`src/rtl/soc_mem_copy_pkg.sv`:
```
// Shared definitions for the word-at-a-time memory copy master.
package soc_mem_copy_pkg;

  typedef enum logic [2:0] {
    ST_IDLE    = 3'd0,
    ST_RD_REQ  = 3'd1,
    ST_RD_WAIT = 3'd2,
    ST_WR_REQ  = 3'd3,
    ST_FIN     = 3'd4
  } copy_state_e;

  localparam int          WORD_BYTES  = 4;
  localparam logic [3:0]  BYTE_EN_ALL = 4'b1111;

endpackage

```
`src/rtl/soc_mem_copy_master.sv`:
```
// Avalon-MM master copying a block of 32-bit words, one read then one write per word,
// while accumulating a modulo-2^32 checksum of the data read.
module soc_mem_copy_master
  import soc_mem_copy_pkg::*;
#(
  parameter int ADDR_W = 15,
  parameter int LEN_W  = 14
) (
  input  logic              clk,
  input  logic              reset,
  input  logic              start,
  input  logic              abort,
  input  logic [ADDR_W-1:0] src_addr,
  input  logic [ADDR_W-1:0] dst_addr,
  input  logic [LEN_W-1:0]  len,
  output logic              busy,
  output logic              done,
  output logic              aborted,
  output logic [31:0]       checksum,
  output logic [LEN_W-1:0]  words_done,
  output logic [ADDR_W-1:0] m_address,
  output logic              m_read,
  output logic              m_write,
  output logic [3:0]        m_byteenable,
  output logic [31:0]       m_writedata,
  input  logic [31:0]       m_readdata,
  input  logic              m_readdatavalid,
  input  logic              m_waitrequest
);

  localparam logic [ADDR_W-1:0] ALIGN_MASK = ~ADDR_W'(WORD_BYTES - 1);
  localparam logic [ADDR_W-1:0] ADDR_STEP  = ADDR_W'(WORD_BYTES);

  copy_state_e       state_q, state_d;
  logic [ADDR_W-1:0] src_q, src_d;
  logic [ADDR_W-1:0] dst_q, dst_d;
  logic [LEN_W-1:0]  len_q, len_d;
  logic [LEN_W-1:0]  words_done_q, words_done_d;
  logic [31:0]       checksum_q, checksum_d;
  logic [31:0]       buf_q, buf_d;
  logic              aborted_q, aborted_d;
  logic              abort_pend_q, abort_pend_d;
  logic              fin_wait_q, fin_wait_d;
  logic [LEN_W-1:0]  words_inc;
  logic              last_word;

  assign words_inc = words_done_q + LEN_W'(1);
  assign last_word = (words_inc == len_q);

  always_comb begin
    state_d      = state_q;
    src_d        = src_q;
    dst_d        = dst_q;
    len_d        = len_q;
    words_done_d = words_done_q;
    checksum_d   = checksum_q;
    buf_d        = buf_q;
    aborted_d    = aborted_q;
    abort_pend_d = abort_pend_q;
    fin_wait_d   = fin_wait_q;
    unique case (state_q)
      ST_IDLE: begin
        if (start) begin
          src_d        = src_addr & ALIGN_MASK;
          dst_d        = dst_addr & ALIGN_MASK;
          len_d        = len;
          words_done_d = '0;
          checksum_d   = '0;
          aborted_d    = 1'b0;
          abort_pend_d = 1'b0;
          // A zero-length copy spends one busy cycle in FIN before pulsing done.
          fin_wait_d   = (len == '0);
          state_d      = (len == '0) ? ST_FIN : ST_RD_REQ;
        end
      end
      ST_RD_REQ: begin
        if (abort) abort_pend_d = 1'b1;
        if (!m_waitrequest) state_d = ST_RD_WAIT;
      end
      ST_RD_WAIT: begin
        if (abort) abort_pend_d = 1'b1;
        if (m_readdatavalid) begin
          buf_d      = m_readdata;
          checksum_d = checksum_q + m_readdata;
          state_d    = ST_WR_REQ;
        end
      end
      ST_WR_REQ: begin
        if (abort) abort_pend_d = 1'b1;
        if (!m_waitrequest) begin
          words_done_d = words_inc;
          src_d        = src_q + ADDR_STEP;
          dst_d        = dst_q + ADDR_STEP;
          if (last_word || abort || abort_pend_q) begin
            aborted_d = !last_word;
            state_d   = ST_FIN;
          end else begin
            state_d = ST_RD_REQ;
          end
        end
      end
      ST_FIN: begin
        if (fin_wait_q) fin_wait_d = 1'b0;
        else            state_d    = ST_IDLE;
      end
      default: state_d = ST_IDLE;
    endcase
  end

  always_ff @(posedge clk or posedge reset) begin
    if (reset) begin
      state_q      <= ST_IDLE;
      src_q        <= '0;
      dst_q        <= '0;
      len_q        <= '0;
      words_done_q <= '0;
      checksum_q   <= '0;
      buf_q        <= '0;
      aborted_q    <= 1'b0;
      abort_pend_q <= 1'b0;
      fin_wait_q   <= 1'b0;
    end else begin
      state_q      <= state_d;
      src_q        <= src_d;
      dst_q        <= dst_d;
      len_q        <= len_d;
      words_done_q <= words_done_d;
      checksum_q   <= checksum_d;
      buf_q        <= buf_d;
      aborted_q    <= aborted_d;
      abort_pend_q <= abort_pend_d;
      fin_wait_q   <= fin_wait_d;
    end
  end

  // Strobes decode straight from the state register so reset removes them at once.
  assign m_read       = (state_q == ST_RD_REQ);
  assign m_write      = (state_q == ST_WR_REQ);
  assign m_address    = (state_q == ST_WR_REQ) ? dst_q : src_q;
  assign m_writedata  = buf_q;
  assign m_byteenable = (m_read || m_write) ? BYTE_EN_ALL : 4'b0000;

  assign busy       = (state_q == ST_RD_REQ) || (state_q == ST_RD_WAIT) ||
                      (state_q == ST_WR_REQ) || ((state_q == ST_FIN) && fin_wait_q);
  assign done       = (state_q == ST_FIN) && !fin_wait_q;
  assign aborted    = aborted_q;
  assign checksum   = checksum_q;
  assign words_done = words_done_q;

endmodule

```
`config.mk`:
```
export PLATFORM = sky130hd
export DESIGN_NAME = soc_mem_copy_master
export DESIGN_NICKNAME = d
export VERILOG_FILES = /design/src/rtl/soc_mem_copy_pkg.sv /design/src/rtl/soc_mem_copy_master.sv
export SDC_FILE = /design/constraint.sdc
export NUM_CORES = 1
export LEC_CHECK = 0
export ABC_AREA = 1
export ABC_CLOCK_PERIOD_IN_PS = 11000
export CORE_MARGIN = 2
export CORE_UTILIZATION = 45
export CTS_CLUSTER_SIZE = 10
export DETAILED_ROUTE_END_ITERATION = 10
export HOLD_SLACK_MARGIN = 0.05
export PLACE_DENSITY = 0.69
export REMOVE_ABC_BUFFERS = 1
export SLEW_MARGIN = 10
export SYNTH_ARGS = -nofsm -noshare
export SYNTH_HDL_FRONTEND = slang
export SYNTH_SLANG_ARGS = --single-unit
```
`constraint.sdc`:
```
create_clock -name clk -period 11 [get_ports clk]
set_input_delay 1.65 -clock clk [delete_from_list [all_inputs] [get_ports clk]]
set_output_delay 1.65 -clock clk [all_outputs]
set_load 0.005 [all_outputs]
```
==> results.toml, run 1 <==
[yosys]
async_flop_share_pct = 100
synth_edf_count = 0
ys.flop_type = "dfrtp_1"
syn_inst = 1100
synth_cell_types = 42
synth-seq-cells = 124
synth_area_sq_um = 7800
syn_area_per_cell_sq_um = 7.10
ys_seq_area_share_pct = 39.8
synth_warnings = 0

[critical_path]
endpoint_kind = "register"
path_cells = "clkdlybuf4s50_1 > nand2_1 > nand2_2 > inv_2 > a21oi_1 > mux2_2"
cp_slowest_cell = "nand2_2"
cpPeakStageDelay_ns = 0.97
required_ns = 11.31
worstSetupPathType = "in2reg"
path_max_fanout = 48
cp_data_arrival_time_ns = 4.69
path_buf_inv = 2
crit_family = "simple AND/OR/NAND/NOR gates"
worst-path-stages = 6
critPathLaunchType = "input port"
worstRegToRegCells = 8

[route]
first_iter_violations = 526
drtAntennaViolNets = 0
vias = 7770
dr.pass1.iters = 5
drt-vias-per-instance = 5.19
avgRoutedWirePerCell_um = 14.4
wl_um = 21500
post-route-drc-count = 0

[power_and_ir_drop]
power.density_nw_per_um2 = 244
power_leakage_nw = 4.80
finalPower_mw = 2.51
ir_drop_mv = 0.119

[grt]
grt_max_degree = 65
grt-busiest-layer = "met2"
gr-usage-met3_pct = 4.75
met1_usage_pct = 31.0
grt_overflow_total = 0
first_global_vias = 7247
gr-usage-all-layers_pct = 23.8
grtUsageMet2_pct = 40.1
grt_pass1_wl_um = 35100
antenna_found_initial = 1

[placed_design]
place_hpwl_um = 15400
portBuffers = 177
routabilityCongestion = 0.868

[floorplan]
start_util_pct = 45.6
rows = 48
die-area_sq_um = 18400
io_pins = 184
die_h_um = 136
core-area_sq_um = 17100
die_x_um = 136

[cts]
worst_skew_pair.late_latency_ns = 0.42
clock_path_buffers = 2
cts-resized-gates = 0
htreeDepth = 4
ctsHoldBuffers = 0
clk_pin_slew_worst_paths_ns = 0.06
cts_tree = "done"
cts_setup_buffers = 0
clkSinkCount = 124
cts_inserted_buffers = 17
cts_root_buffer = "clkbuf_16"

[final_layout]
multi_input_area_sq_um = 4100
diodes = 0
nFillCells = 1594
layout_commonest_cell = "nand2_1"
drive_gt1_share_pct = 3.77
mostFrequentLayoutCells = "nand2_1 (340), clkdlybuf4s50_1 (177), dfrtp_1 (124), inv_1 (106), o21ai_0 (94)"
final_nets = 1377
ff_latch_area_sq_um = 3100
area_growth_pct = 31.7

[sta]
drv_slew = 0
finalHoldViolations = 0
tightest_slew_ns = 0.956
clock_skew_ns = 0.00833
maxSlewHeadroom_pct = 36.1
fmax_mhz = 228
setup_violations = 0
period_share_pct = 39.8
setup_tns_ns = 0
period_needed_ns = 4.38
rsz0062_at_grt = "false"

[run]
maxCapViolCount = 0

[hold_path]
hp-class = "reg2reg"
worstHoldPathCells = 2

[status]
outcome = "completed"
==> metrics by stage <==
step | hold WS, ns | cell area, sq um | cells | setup WS, ns | util (%)
detailed placement | 0.457 | 9710 | 1466 | 6.22 | 56.7
floorplan | 0.464 | 7610 | 1060 | 6.05 | -
global route | 0.496 | 10300 | 1498 | 6.35 | 60.0
CTS | 0.471 | 10300 | 1498 | 6.66 | 60.0
finish | 0.468 | 10300 | 1498 | 6.62 | 60.0
global placement | 0.452 | 9710 | 1466 | 6.26 | 56.7
==> flip-flops by register name, summed over array words and instances, names as in the netlist <==
signal / cells
fin_wait_q: 1
m_writedata: 32
checksum: 32
len_q: 14
abort_pend_q: 1
aborted: 1
state_q: 3
dst_q: 13
words_done: 14
src_q: 13
==> cells by family (layout without fill, tap and decap cells) <==
family	count (synthesis)	in the layout	share of synthesized area (%)
mux	1	1	0.144
buf+inv	152	324	7.85
xor+xnor	14	14	1.57
fa+ha+maj	35	35	5.71
compound gates	249	249	17.5
flops	124	124	39.8
simple gates	524	524	27.4
other cells	1	2	0.0480
==> power breakdown <==
group | total [mW] | switching, mW | internal (mW)
clock network | 0.543 | 0.220 | 0.322
registers | 0.766 | 0.135 | 0.631
logic | 1.20 | 0.656 | 0.545
total | 2.51 | 1.01 | 1.50
==> worst register-to-register path, delay by kind of cell (launching register included) <==
| kind | cells | cell delay [ns] |
|---|---|---|
| compound gates | 1 | 0.10 |
| buf+inv | 3 | 1.32 |
| flops | 1 | 0.39 |
| mux | 1 | 0.28 |
| simple gates | 3 | 1.38 |
==> Yosys cell counts (2+ instances only) <==
master / count / share of area [%]
o211ai_1: 5 / 0.48
o21ai_1: 6 / 0.38
inv_1: 107 / 5.1
clkbuf_1: 22 / 1.1
nand2_1: 340 / 16
nor2_1: 83 / 4.0
or2_2: 2 / 0.16
nor4_1: 4 / 0.32
a211oi_1: 2 / 0.19
a221oi_1: 2 / 0.22
o21bai_1: 5 / 0.48
a21o_1: 4 / 0.38
nand4_1: 14 / 1.1
nand3_1: 55 / 3.5
nor3_1: 19 / 1.2
buf_4: 7 / 0.67
a22oi_1: 6 / 0.58
xor2_1: 10 / 1.1
a31oi_1: 9 / 0.72
buf_1: 4 / 0.19
a22o_1: 2 / 0.22
o21a_1: 3 / 0.29
inv_2: 4 / 0.19
a21oi_1: 88 / 5.6
ha_1: 34 / 5.5
o22ai_1: 21 / 1.7
nand3b_1: 2 / 0.19
dfrtp_1: 124 / 40
buf_2: 6 / 0.38
o21ai_0: 94 / 6.0
xnor2_1: 4 / 0.45
o31ai_1: 2 / 0.19
==> final cells by class <==
class / instances / share of cell area (%)
clock buffers: 19 / 4.41
clock inverters: 13 / 1.14
inverters: 111 / 4.08
multi-input cells: 825 / 39.9
flip-flops and latches: 124 / 30.2
well taps: 225 / 2.74
repair buffers: 181 / 17.5
==> metal layers <==
layer / up-vias / share of wire [%]
met4: 2 / 1.7
met3: 32 / 5.6
met1: 3550 / 45
met5: - / 0.070
met2: 209 / 47
li1: 3977 / -
==> final timing paths <==
| kind | start | to | slack, ns |
|---|---|---|---|
| min in group asynchronous | reset | dst_q[12] | 1.72 |
| min reg2reg | m_writedata[24] | m_writedata[24] | 0.47 |
| max reg2reg | state_q[1] | dst_q[11] | 7.43 |
| min | m_writedata[24] | m_writedata[24] | 0.47 |
| max in group asynchronous | reset | m_writedata[13] | 7.92 |
| max | start | dst_q[11] | 6.62 |
Note: power is estimated with default switching activity, not from simulation.
==> inputs of run 2 (changes only) <==
ABC_CLOCK_PERIOD_IN_PS = 4000   (was 11000)
PLACE_DENSITY = 0.72   (was 0.69)
clock period = 4 ns   (was 11 ns; I/O delays follow)
==> run 2 against run 1 <==
  * Critical endpoint is now m_address[9]
  * Routed wire length is 1.1% higher
  * Sequential power rose to 2.8 times the previous value
  * Worst setup slack got worse by 5.6 ns
  * Clock power grew to 2.5 times the previous value
  * Worst hold slack improved by 0.00051 ns
  * Total power rose to 2.7 times the previous value
==> results.toml, run 2 (same netlist as run 1, synthesis figures left out) <==
[final_layout]
layout_commonest_cell = "nand2_1"
instances_no_fill = 1502
drive_gt1_share_pct = 3.76
final_nets = 1382
area_growth_pct = 31.6
diodes = 0
nFillCells = 1577
mostFrequentLayoutCells = "nand2_1 (340), clkdlybuf4s50_1 (177), dfrtp_1 (124), inv_1 (106), o21ai_0 (94)"
finish.instance_area_sq_um = 10300

[floorplan]
die-area_sq_um = 18400
rows = 48
start_util_pct = 45.6
io_pins = 184
die_h_um = 136
die_x_um = 136
core-area_sq_um = 17100

[cts]
ctsHoldBuffers = 0
cts_root_buffer = "clkbuf_16"
clkSinkCount = 124
cts-resized-gates = 0
cts_setup_buffers = 0
cts_inserted_buffers = 17
worst_skew_pair.late_latency_ns = 0.42
htreeDepth = 4
clock_path_buffers = 2
cts_tree = "done"
clk_pin_slew_worst_paths_ns = 0.06

[critical_path]
rr_endpoint = "dst_q[12]"
path_cells = "inv_1 > nor3_4 > inv_2 > buf_4 > nor2_1 > a21oi_1 > clkdlybuf4s50_1"
endpoint_kind = "output pin"
cp_slowest_cell = "clkdlybuf4s50_1"
cpPeakStageDelay_ns = 0.53
rr_startpoint = "state_q[2]"
required_ns = 3.40
path_max_fanout = 30
worstSetupPathType = "reg2out"
critPathLaunchType = "register"
crit_family = "buffers and inverters"
worstRegToRegCells = 8
path_buf_inv = 4
regToRegSetupSlack_ns = 1.40
cp_data_arrival_time_ns = 2.43

[route]
vias = 7829
first_iter_violations = 511
dr.pass1.iters = 5
wl_um = 21800
drtAntennaViolNets = 0
drt-vias-per-instance = 5.21
avgRoutedWirePerCell_um = 14.5
post-route-drc-count = 0

[power_and_ir_drop]
p_clk_share_pct = 20.1
switchingPower_mw = 2.74
ir_drop_mv = 0.389
p_seq_share_pct = 31.0
power.density_nw_per_um2 = 662
power_leakage_nw = 4.81
power_frac_comb_pct = 48.9
finalPower_mw = 6.80
sw_frac_of_total_pct = 40.3
intPower_mw = 4.06

[placed_design]
dp_cells = 1471
portBuffers = 177
place_hpwl_um = 15700
routabilityCongestion = 0.906
dpl_cell_area_sq_um = 9760

[sta]
drv_slew = 0
fmax_mhz = 330
tightest_slew_ns = 0.673
setup_violations = 0
period_share_pct = 75.7
clock_skew_ns = 0.00822
rsz0062_at_grt = "false"
period_needed_ns = 3.03
maxSlewHeadroom_pct = 55.0
finalHoldViolations = 0

[grt]
grt_overflow_total = 0
grt_max_degree = 51
grt_pass1_wl_um = 35000
gr-usage-all-layers_pct = 23.9
first_global_vias = 7236
antenna_found_initial = 0

[hold_path]
worstHoldPathCells = 2
whs_endpoint = "m_writedata[23]"
hp-class = "reg2reg"
hp-start = "m_writedata[23]"

[status]
outcome = "completed"

[run]
maxCapViolCount = 0
-- run 2: final cells by class --
| class | instances | area, sq um | share of cell area, % |
|---|---|---|---|
| Clock inverter | 8 | 45.0 | 0.439 |
| Sequential cell | 124 | 3100 | 30.2 |
| Timing Repair Buffer | 186 | 1850 | 18.0 |
| Inverter | 111 | 419 | 4.08 |
| Clock buffer | 23 | 468 | 4.56 |
| Multi-Input combinational cell | 825 | 4100 | 39.9 |
| Tap cell | 225 | 282 | 2.74 |
-- run 2: how the worst max path moves through the flow --
stage                        startpoint            to  slack, ns  cells after the start
final                        state_q[1]  m_address[9]       0.97                      7
after global routing         state_q[1]  m_address[8]       0.77                      7
after CTS                    state_q[1]  m_address[9]       0.96                      7
after detailed placement  m_readdata[2]  checksum[31]       0.99                     13
after global placement    m_readdata[2]  checksum[31]        1.0                     13
after floorplan              state_q[2]   checksum[5]      -0.09                      7
-- run 2: power groups by stage --
stage               combinational (mW)  clock [mW]  sequential [mW]
detailed placement                3.32           0             2.12
global route                      3.75        1.46             2.17
global placement                  3.27           0             2.10
finish                            3.32        1.37             2.11
floorplan                         1.87           0             2.08
CTS                               3.35        1.40             2.11
-- run 2: per-stage QoR --
step | util, % | hold slack, ns | TNS, ns | setup slack, ns
after floorplan | - | 0.464 | -1.07 | -0.0911
after detailed placement | 57.0 | 0.458 | 0 | 0.991
after global placement | 57.0 | 0.454 | 0 | 1.00
after global routing | 60.0 | 0.488 | 0 | 0.766
after CTS | 60.0 | 0.473 | 0 | 0.960
final | 60.0 | 0.468 | 0 | 0.972
-- run 2: metal layers --
metal | GRT usage [%] | vias to the layer above | wire [um]
met5 | 0 | - | 0
met4 | 7.23 | 0 | 429
met3 | 5.20 | 35 | 1280
met2 | 40.7 | 240 | 10500
li1 | - | 3989 | -
met1 | 30.3 | 3565 | 9550
-- run 2: worst min-delay path: stages (launching register included) --
cell,delay (ns)
dfrtp_1,0.34
nand2_1,0.05
nand2_1,0.05
==> inputs of run 3 (changes only) <==
ABC_CLOCK_PERIOD_IN_PS = 2700   (was 4000)
clock period = 2.7 ns   (was 4 ns; I/O delays follow)
==> run 3 against run 2 <==
  * Total power is 55% higher
  * Utilization is 1.6 points higher
  * Global-route usage is 0.19 points lower
  * Combinational power is 55% higher
  * Routed wire length hardly changed
  * Sequential cell count stayed put
  * Clock power is 65% higher
  * Non-clock buffer count is 26 higher
  * Register-to-register slack worse by 0.99 ns
  * Critical path depth is 2 lower
  * Clock skew is 0.0019 ns higher
  * Cell area is 2.7% higher
==> results.toml, run 3 (same netlist as run 1, synthesis figures left out) <==
[status]
outcome = "completed"

[run]
maxCapViolCount = 0

[critical_path]
cpPeakStageDelay_ns = 0.56
required_ns = 2.30
endpoint_kind = "output pin"
path_max_fanout = 41
rr_startpoint = "checksum[2]"
crit_family = "buffers and inverters"
path_cells = "nor3_4 > buf_12 > nand2_1 > o21ai_0 > clkdlybuf4s50_1"
path_buf_inv = 2
worstSetupPathType = "reg2out"
regToRegSetupSlack_ns = 0.41
cp_slowest_cell = "clkdlybuf4s50_1"
worstRegToRegCells = 12
rr_endpoint = "checksum[31]"
critPathLaunchType = "register"
cp_data_arrival_time_ns = 2.18

[sta]
rsz0062_at_grt = "false"
hold_slack_ns = 0.290
clock_skew_ns = 0.0102
maxSlewHeadroom_pct = 54.8
setup_ws_ns = 0.114
tightest_slew_ns = 0.672
period_needed_ns = 2.59
setup_violations = 0
finalHoldViolations = 0
fmax_mhz = 387
period_share_pct = 95.8
drv_slew = 0
setup_tns_ns = 0

[route]
drtAntennaViolNets = 0
vias = 7848
post-route-drc-count = 0
avgRoutedWirePerCell_um = 14.3
first_iter_violations = 550
dr.pass1.iters = 5
drt-vias-per-instance = 5.14
wl_um = 21800

[power_and_ir_drop]
switchingPower_mw = 4.09
p_seq_share_pct = 29.5
ir_drop_mv = 0.540
p_clk_share_pct = 21.5
intPower_mw = 6.43
power.density_nw_per_um2 = 998
sw_frac_of_total_pct = 38.9
power_frac_comb_pct = 49.0
finalPower_mw = 10.5
power_leakage_nw = 4.98

[placed_design]
dp_cells = 1497
portBuffers = 177
routabilityCongestion = 0.921
dpl_cell_area_sq_um = 9950
dp_slack_ns = -0.0144
place_hpwl_um = 15900

[grt]
antenna_found_initial = 0
grt_max_degree = 65
gr-usage-all-layers_pct = 23.7
first_global_vias = 7211
grt_pass1_wl_um = 34700
grt_overflow_total = 0

[cts]
cts_root_buffer = "clkbuf_16"
cts_tree = "done"
clk_pin_slew_worst_paths_ns = 0.05
cts_inserted_buffers = 17
htreeDepth = 4
clock_path_buffers = 2
worst_skew_pair.late_latency_ns = 0.42
clkSinkCount = 124

[final_layout]
drive_gt1_share_pct = 5.76
diodes = 0
postLayoutCoreUtil_pct = 61.6
final_nets = 1408
ff_latch_area_sq_um = 3100
multi_input_area_sq_um = 4100
mostFrequentLayoutCells = "nand2_1 (340), clkdlybuf4s50_1 (177), dfrtp_1 (124), inv_1 (106), o21ai_0 (94)"
layout_commonest_cell = "nand2_1"
finish.instance_area_sq_um = 10500
area_growth_pct = 35.1
instances_no_fill = 1527
nFillCells = 1575

[floorplan]
start_util_pct = 45.6
rows = 48
io_pins = 184
core-area_sq_um = 17100
die-area_sq_um = 18400
die_h_um = 136
die_x_um = 136

[hold_path]
hp-class = "in2async"
run 3: changes by cell type in the layout (fill, tap and decap cells not counted):
cell	delta
inv_2	-1
clkinv_4	+1
inv_4	+1
clkinvlp_4	-2
bufinv_16	+2
clkbuf_8	+2
buf_4	+25
clkinv_2	-2
buf_12	+1
clkbuf_1	-2
run 3: layout make-up:
class                   count  share of cell area (%)
clock buffers              23                    4.63
clock inverters             7                   0.843
inverters                 111                    4.00
multi-input cells         825                    38.9
flip-flops and latches    124                    29.4
well taps                 225                    2.67
repair buffers            212                    19.5
run 3: how the worst max path moves through the flow:
stage | startpoint | to | cells after the start
2_1_floorplan | state_q[2] | checksum[5] | 7
3_3_place_gp | m_readdata[2] | checksum[31] | 13
3_5_place_dp | m_readdata[2] | checksum[31] | 13
4_1_cts | state_q[1] | m_address[9] | 6
5_1_grt | state_q[2] | m_address[11] | 5
6_report | state_q[2] | m_address[11] | 5
run 3: power groups by stage:
stage	clock, mW	sequential, mW	combinational (mW)
after global placement	0	3.10	5.05
after CTS	2.30	3.10	5.16
after global routing	2.38	3.19	5.77
after detailed placement	0	3.12	5.13
final	2.26	3.10	5.15
after floorplan	0	3.08	2.78
run 3: what timing repair did:
action | 4_1_cts | 5_1_grt
endpoints found under the setup margin | 0 | 13
hold endpoints to repair | 0 | 0
setup buffers | 0 | 0
gates resized for setup | 0 | 5
hold buffers | 0 | 0
run 3: worst register-to-register path, delay by kind of cell, from the launching register on:
kind,cells,cell delay [ns]
adder cells (fa/ha/maj),1,0.37
AND/OR/NAND/NOR,8,0.90
flip-flops,1,0.39
AO/OA/AOI/OAI,3,0.52
run 3: routing by layer:
| metal | up-vias | wire [um] | GRT usage (%) |
|---|---|---|---|
| met5 | - | 0 | 0 |
| met2 | 222 | 10400 | 40.1 |
| li1 | 4024 | - | - |
| met1 | 3577 | 9870 | 30.7 |
| met3 | 25 | 1120 | 5.05 |
| met4 | 0 | 334 | 6.37 |
